`config.mk`:
```
export PLATFORM = sky130hd
export DESIGN_NAME = debug_run_controller_flat
export DESIGN_NICKNAME = d
export VERILOG_FILES = /design/src/rtl/debug_run_controller_if.sv /design/src/rtl/debug_run_controller.sv /design/src/flat_wrapper.sv
export SDC_FILE = /design/constraint.sdc
export NUM_CORES = 1
export LEC_CHECK = 0
export BUFFER_PORTS_ARGS = -buffer_cell sky130_fd_sc_hd__buf_2
export CAP_MARGIN = 20
export CORE_MARGIN = 2
export CORE_UTILIZATION = 55
export CTS_CLUSTER_SIZE = 14
export DETAILED_ROUTE_END_ITERATION = 7
export PLACE_DENSITY = 0.79
export SLEW_MARGIN = 20
export SYNTH_ARGS = -nofsm -noshare
export SYNTH_HDL_FRONTEND = slang
export SYNTH_SLANG_ARGS = --single-unit
```
`constraint.sdc`:
```
create_clock -name i_clk -period 3.1 [get_ports i_clk]
set_input_delay 0 -clock i_clk [delete_from_list [all_inputs] [get_ports i_clk]]
set_output_delay 0 -clock i_clk [all_outputs]
set_load 0.02 [all_outputs]
```
`src/rtl/debug_run_controller_if.sv`:
```
// Debug-link port bundle for debug_run_controller: UART rx/tx bytes, pipeline halt, IF-stage controls.
// master is the controller side; slave is the UART / IF-stage side.
interface debug_run_controller_if #(
    parameter int SIZE_REG_MEM = 32,
    parameter int SIZE_ADDR    = 6
);
    logic [7:0]              i_rx_data;
    logic                    i_rx_valid;
    logic                    i_flag_halt;
    logic                    i_tx_ready;
    logic [7:0]              o_tx_data;
    logic                    o_tx_valid;
    logic [SIZE_REG_MEM-1:0] o_instruction_debug;
    logic                    o_flag_instruction_debug;
    logic [SIZE_ADDR-1:0]    o_load_addr;
    logic                    o_flag_start_pc;
    logic                    o_enable;

    modport master (
        input  i_rx_data, i_rx_valid, i_flag_halt, i_tx_ready,
        output o_tx_data, o_tx_valid, o_instruction_debug, o_flag_instruction_debug,
               o_load_addr, o_flag_start_pc, o_enable
    );

    modport slave (
        output i_rx_data, i_rx_valid, i_flag_halt, i_tx_ready,
        input  o_tx_data, o_tx_valid, o_instruction_debug, o_flag_instruction_debug,
               o_load_addr, o_flag_start_pc, o_enable
    );
endinterface

```
`src/rtl/debug_run_controller.sv`:
```
// Debug-link sequencer: loads program words from UART bytes, then runs/steps the PC; DEBUG_STEP_EN adds 'S'.
// Latency: write strobe 1 cycle after last byte of a word, ACK 1 cycle after final write, run pulse 1 cycle after 'C'.
// Backpressure: response held stable on o_tx_valid until i_tx_ready; rx bytes outside IDLE/GET_* are dropped.
module debug_run_controller #(
    parameter int SIZE_REG_MEM = 32,
    parameter int MEM_DEPTH    = 64,
    parameter int SIZE_ADDR    = 6
) (
    input  logic                   i_clk,
    input  logic                   i_reset,
    debug_run_controller_if.master dbg
);
    localparam int         BYTES_PER_WORD = SIZE_REG_MEM / 8;
    localparam logic [7:0] LAST_BYTE      = 8'(BYTES_PER_WORD - 1);
    localparam logic [7:0] DEPTH_MAX      = 8'(MEM_DEPTH);
    localparam logic [7:0] CMD_LOAD       = 8'h4C;
    localparam logic [7:0] CMD_RUN        = 8'h43;
`ifdef DEBUG_STEP_EN
    localparam logic [7:0] CMD_STEP       = 8'h53;
`endif
    localparam logic [7:0] RSP_ACK        = 8'h06;
    localparam logic [7:0] RSP_NAK        = 8'h15;
    localparam logic [7:0] RSP_HALT       = 8'h48;

    typedef enum logic [2:0] {
        IDLE,
        GET_COUNT,
        GET_BYTE,
        WRITE,
        RUN,
`ifdef DEBUG_STEP_EN
        STEP,
`endif
        SEND
    } state_t;

    state_t                  state, state_nxt;
    logic [SIZE_REG_MEM-1:0] word, word_nxt;
    logic [7:0]              byte_cnt, byte_cnt_nxt;
    logic [7:0]              count, count_nxt;
    logic [7:0]              word_cnt, word_cnt_nxt;
    logic [7:0]              tx_byte, tx_byte_nxt;

    always_ff @(posedge i_clk) begin
        if (i_reset) begin
            state    <= IDLE;
            word     <= '0;
            byte_cnt <= '0;
            count    <= '0;
            word_cnt <= '0;
            tx_byte  <= '0;
        end else begin
            state    <= state_nxt;
            word     <= word_nxt;
            byte_cnt <= byte_cnt_nxt;
            count    <= count_nxt;
            word_cnt <= word_cnt_nxt;
            tx_byte  <= tx_byte_nxt;
        end
    end

    always_comb begin
        state_nxt                    = state;
        word_nxt                     = word;
        byte_cnt_nxt                 = byte_cnt;
        count_nxt                    = count;
        word_cnt_nxt                 = word_cnt;
        tx_byte_nxt                  = tx_byte;
        dbg.o_tx_data                = '0;
        dbg.o_tx_valid               = 1'b0;
        dbg.o_instruction_debug      = '0;
        dbg.o_flag_instruction_debug = 1'b0;
        dbg.o_load_addr              = '0;
        dbg.o_flag_start_pc          = 1'b0;
        dbg.o_enable                 = 1'b0;

        case (state)
            IDLE: begin
                if (dbg.i_rx_valid) begin
                    case (dbg.i_rx_data)
                        CMD_LOAD: state_nxt = GET_COUNT;
                        CMD_RUN:  state_nxt = RUN;
`ifdef DEBUG_STEP_EN
                        CMD_STEP: state_nxt = STEP;
`endif
                        default: begin
                            tx_byte_nxt = RSP_NAK;
                            state_nxt   = SEND;
                        end
                    endcase
                end
            end
            GET_COUNT: begin
                if (dbg.i_rx_valid) begin
                    if (dbg.i_rx_data == 8'd0 || dbg.i_rx_data > DEPTH_MAX) begin
                        tx_byte_nxt = RSP_NAK;
                        state_nxt   = SEND;
                    end else begin
                        count_nxt    = dbg.i_rx_data;
                        word_cnt_nxt = '0;
                        byte_cnt_nxt = '0;
                        state_nxt    = GET_BYTE;
                    end
                end
            end
            GET_BYTE: begin
                // MSB-first: each new byte pushes the earlier ones toward the top
                if (dbg.i_rx_valid) begin
                    word_nxt = (word << 8) | SIZE_REG_MEM'(dbg.i_rx_data);
                    if (byte_cnt == LAST_BYTE) begin
                        byte_cnt_nxt = '0;
                        state_nxt    = WRITE;
                    end else begin
                        byte_cnt_nxt = byte_cnt + 8'd1;
                    end
                end
            end
            WRITE: begin
                dbg.o_flag_instruction_debug = 1'b1;
                dbg.o_instruction_debug      = word;
                dbg.o_load_addr              = SIZE_ADDR'(word_cnt);
                word_cnt_nxt                 = word_cnt + 8'd1;
                if (word_cnt + 8'd1 == count) begin
                    tx_byte_nxt = RSP_ACK;
                    state_nxt   = SEND;
                end else begin
                    state_nxt   = GET_BYTE;
                end
            end
            RUN: begin
                dbg.o_flag_start_pc = 1'b1;
                dbg.o_enable        = 1'b1;
                if (dbg.i_flag_halt) begin
                    tx_byte_nxt = RSP_HALT;
                    state_nxt   = SEND;
                end
            end
`ifdef DEBUG_STEP_EN
            STEP: begin
                dbg.o_flag_start_pc = 1'b1;
                dbg.o_enable        = 1'b1;
                tx_byte_nxt         = dbg.i_flag_halt ? RSP_HALT : RSP_ACK;
                state_nxt           = SEND;
            end
`endif
            SEND: begin
                // tx_byte is only loaded on entry here, so the byte stays put while stalled
                dbg.o_tx_valid = 1'b1;
                dbg.o_tx_data  = tx_byte;
                if (dbg.i_tx_ready) state_nxt = IDLE;
            end
            default: state_nxt = IDLE;
        endcase
    end
endmodule

```
`src/flat_wrapper.sv`:
```
// flat-port wrapper written by rule: the top's interface ports become plain ports
module debug_run_controller_flat 
#(
    parameter int SIZE_REG_MEM = 32,
    parameter int MEM_DEPTH    = 64,
    parameter int SIZE_ADDR    = 6
)
  (i_clk, i_reset, dbg_i_rx_data, dbg_i_rx_valid, dbg_i_flag_halt, dbg_i_tx_ready, dbg_o_tx_data, dbg_o_tx_valid, dbg_o_instruction_debug, dbg_o_flag_instruction_debug, dbg_o_load_addr, dbg_o_flag_start_pc, dbg_o_enable);
  debug_run_controller_if #(.SIZE_REG_MEM(SIZE_REG_MEM), .SIZE_ADDR(SIZE_ADDR)) dbg_i ();
  input  logic i_clk;
  input  logic i_reset;
  input wire logic [$bits(dbg_i.i_rx_data)-1:0] dbg_i_rx_data;
  input wire logic [$bits(dbg_i.i_rx_valid)-1:0] dbg_i_rx_valid;
  input wire logic [$bits(dbg_i.i_flag_halt)-1:0] dbg_i_flag_halt;
  input wire logic [$bits(dbg_i.i_tx_ready)-1:0] dbg_i_tx_ready;
  output wire logic [$bits(dbg_i.o_tx_data)-1:0] dbg_o_tx_data;
  output wire logic [$bits(dbg_i.o_tx_valid)-1:0] dbg_o_tx_valid;
  output wire logic [$bits(dbg_i.o_instruction_debug)-1:0] dbg_o_instruction_debug;
  output wire logic [$bits(dbg_i.o_flag_instruction_debug)-1:0] dbg_o_flag_instruction_debug;
  output wire logic [$bits(dbg_i.o_load_addr)-1:0] dbg_o_load_addr;
  output wire logic [$bits(dbg_i.o_flag_start_pc)-1:0] dbg_o_flag_start_pc;
  output wire logic [$bits(dbg_i.o_enable)-1:0] dbg_o_enable;
  assign dbg_i.i_rx_data = dbg_i_rx_data;
  assign dbg_i.i_rx_valid = dbg_i_rx_valid;
  assign dbg_i.i_flag_halt = dbg_i_flag_halt;
  assign dbg_i.i_tx_ready = dbg_i_tx_ready;
  assign dbg_o_tx_data = dbg_i.o_tx_data;
  assign dbg_o_tx_valid = dbg_i.o_tx_valid;
  assign dbg_o_instruction_debug = dbg_i.o_instruction_debug;
  assign dbg_o_flag_instruction_debug = dbg_i.o_flag_instruction_debug;
  assign dbg_o_load_addr = dbg_i.o_load_addr;
  assign dbg_o_flag_start_pc = dbg_i.o_flag_start_pc;
  assign dbg_o_enable = dbg_i.o_enable;
  debug_run_controller #(.SIZE_REG_MEM(SIZE_REG_MEM), .MEM_DEPTH(MEM_DEPTH), .SIZE_ADDR(SIZE_ADDR)) u_core (.i_clk(i_clk), .i_reset(i_reset), .dbg(dbg_i));
endmodule
```
==> results.py <==
metrics = {
    "power": {
        "power_mw": 2.06,
        "power.density_nw_per_um2": 523,
        "p_leak_nw": 1.55,
        "ir_drop_mv": 0.392,
    },
    "cts": {
        "clkTransAtPathRegs_ns": 0.08,
        "cts_tree": "built",
        "cts-root-buf": "clkbuf_8",
        "cts_setup_buffers": 0,
        "cts_resized": 0,
        "cts.sinks": 63,
        "clock_latency_ns": 0.34,
        "holdBufCountCts": 11,
        "cts_made_buffers": 9,
        "cts.htree.levels": 3,
        "clock_path_buffers": 2,
    },
    "grt": {
        "grt_start_max_net_pins": 50,
        "grt_pass1_wl_um": 13300,
        "track_usage_pct": 26.0,
        "grt_antenna_before_repair": 0,
        "gr-total-overflow": 0,
        "grt_pass1_vias": 2923,
    },
    "synth": {
        "synth-simple-area-share_pct": 31.8,
        "yosys_warnings": 0,
        "synth.cell_area_um2": 3270,
        "ys_ff_latch": 63,
        "yosysMostFrequentCell": "nand2_1",
        "synth_edf_count": 0,
        "synthAdderAreaFrac_pct": 0.765,
        "yosys.cell_types.count": 48,
        "synth_xor_xnor_area_share_pct": 2.83,
        "synthMuxAreaShare_pct": 0.306,
        "avgSynthCellArea_um2": 7.52,
        "synth_compound_area_share_pct": 20.4,
        "synth_commonest_cells": "101 x nand2_1, 63 x dfxtp_1, 55 x a21oi_1, 43 x and2_1, 27 x clkbuf_1",
        "synth_top_area_share_pct": 38.6,
        "synth_cells": 435,
        "synth_area_leaders": "dfxtp_1 39%, nand2_1 12%, a21oi_1 8.4%",
        "ys_seq_area_share_pct": 38.6,
        "synthFlopType": "dfxtp_1",
        "synth-async-reset-ratio_pct": 0,
        "yosys.area.top_type": "dfxtp_1",
        "synth_top_family_by_area": "simple AND/OR/NAND/NOR gates",
    },
    "timing": {
        "finalCriticalPeriod_ns": 2.70,
        "rsz0062_at_grt": "false",
        "drv_slew": 0,
        "period_share_pct": 87.1,
        "final.setup_skew_ns": 0.00955,
        "slew_headroom_pct": 58.7,
        "final-setup-viol-count": 0,
        "hold_viol": 0,
        "tns_ns": 0,
        "max_freq_mhz": 371,
        "max_slew.worst_pin.slew_ns": 0.611,
    },
    "final_layout": {
        "multi_input_area_um2": 1840,
        "seqCellArea_um2": 1260,
        "syn_to_final_growth_pct": 20.4,
        "layout-drive-gt1-share_pct": 17.6,
        "fin_nets": 510,
        "fillers": 501,
        "diodes": 0,
        "design_area_um2": 3940,
    },
    "critical_path": {
        "slowest_stage": "or4_4",
        "r2r_start": "u_core.byte_cnt[0]$_SDFFE_PP0P_",
        "slowest_delay_ns": 0.64,
        "crit_start": "dbg_i_rx_data[0]",
        "crit_arrival_ns": 2.92,
        "cp_data_required_time_ns": 3.33,
        "path_max_fanout": 22,
        "crit_top_cell": "dlygate4sd3_1",
        "path_class": "in2reg",
        "start_kind": "primary input",
        "path_cells": "dlygate4sd3_1, buf_2, or4_1, o31a_1, or4_4, nand2_1, a21oi_1, dlygate4sd3_1",
        "worst_setup_path_end_kind": "flip-flop",
    },
    "route": {
        "dr.pass1.iters": 5,
        "viasPerCell": 5.81,
        "drtIter0Drc": 248,
        "vias": 3342,
        "drc": 0,
        "ant_nets": 0,
        "avgRoutedWirePerCell_um": 14.1,
        "routed_wl_um": 8080,
    },
    "min_path": {
        "min_path_type": "in2reg",
        "min_from": "dbg_i_flag_halt",
    },
    "floorplanning": {
        "rows": 28,
        "dieHeight_um": 81.1,
        "ios": 63,
        "core_area_um2": 5820,
        "start_util_pct": 56.2,
        "die_area_um2": 6580,
        "die_x_um": 81.1,
    },
    "placed_design": {
        "dpl-instance-area_um2": 3600,
        "hpwl_um": 5340,
        "gp_congestion": 0.883,
        "numPortBuffers": 60,
    },
    "flow_run": {
        "cap_viol_max_count": 0,
    },
    "run_status": {
        "status": "finished, final reports clean",
    },
}
registers in the layout, indices dropped and copies added (netlist names):
| signal | count |
|---|---|
| u_core.byte_cnt | 8 |
| u_core.word | 32 |
| u_core.count | 8 |
| u_core.tx_byte | 4 |
| u_core.word_cnt | 8 |
| u_core.state | 3 |
cell usage in the layout, fill, tap and decap left out, drive strengths merged, types with 4 or more instances in the layout:
cell type / n
a31oi: 6
inv: 10
a21oi: 55
dlygate4sd3: 11
clkbuf: 10
dfxtp: 63
o21ai: 20
nor3: 7
nand3: 14
xnor2: 4
buf: 69
nor2: 8
xor2: 4
nand2: 101
nand4: 4
a311oi: 7
or3: 6
and2: 43
o211ai: 4
routing by layer:
layer	vias to the layer above	track usage [%]	part of all wire (%)
li1	1636	-	-
met1	1554	34.5	43
met2	140	41.0	48
met3	12	6.56	7.1
met4	0	9.32	1.6
met5	-	0	0
cells by family (layout without fill, tap and decap cells):
logic type / after synthesis / count (layout)
xor+xnor: 9 / 9
fa+ha+maj: 2 / 2
buf+inv: 41 / 105
other cells: 1 / 2
compound gates: 110 / 110
mux: 1 / 1
flops: 63 / 63
simple gates: 208 / 208
worst max-delay path, delay by kind of cell:
| kind | cells | cell delay (ns) |
|---|---|---|
| buffers and inverters | 3 | 1.26 |
| AOI/OAI and AO/OA | 2 | 0.36 |
| and+or+nand+nor | 3 | 1.30 |
per-stage QoR:
stage | instances | utilization (%) | hold slack [ns] | setup slack, ns
after global routing | 575 | 67.7 | 0.118 | 0.246
after floorplan | 436 | - | 0.136 | 0.834
after detailed placement | 548 | 61.8 | 0.301 | 0.568
after CTS | 575 | 67.7 | 0.0807 | 0.425
final | 575 | 67.7 | 0.0960 | 0.401
after global placement | 548 | 61.8 | 0.284 | 0.686
power breakdown:
part           switching [mW]  internal, mW
clock                   0.344         0.479
sequential             0.0616         0.847
combinational           0.193         0.134
final timing paths:
check | endpoint | slack (ns) | cells after the start
setup / recovery | u_core.count[5]$_SDFFE_PP0P_ | 0.40 | 8
hold / removal | u_core.tx_byte[3]$_SDFFE_PP0P_ | 0.1 | 4
setup reg to reg | u_core.state[0]$_SDFFE_PP0P_ | 0.53 | 6
hold reg to reg | u_core.word[29]$_SDFFE_PP0P_ | 0.45 | 2
area by class of cell:
class                      count  area share, %
clock buffer                  10           3.50
sequential                    63           32.0
timing repair buffer          80           12.1
tap                           75           2.38
multi-input combinational    332           46.7
inverter                       9          0.858
clock inverter                 6           2.35
Note: power is estimated with default switching activity, not from simulation.
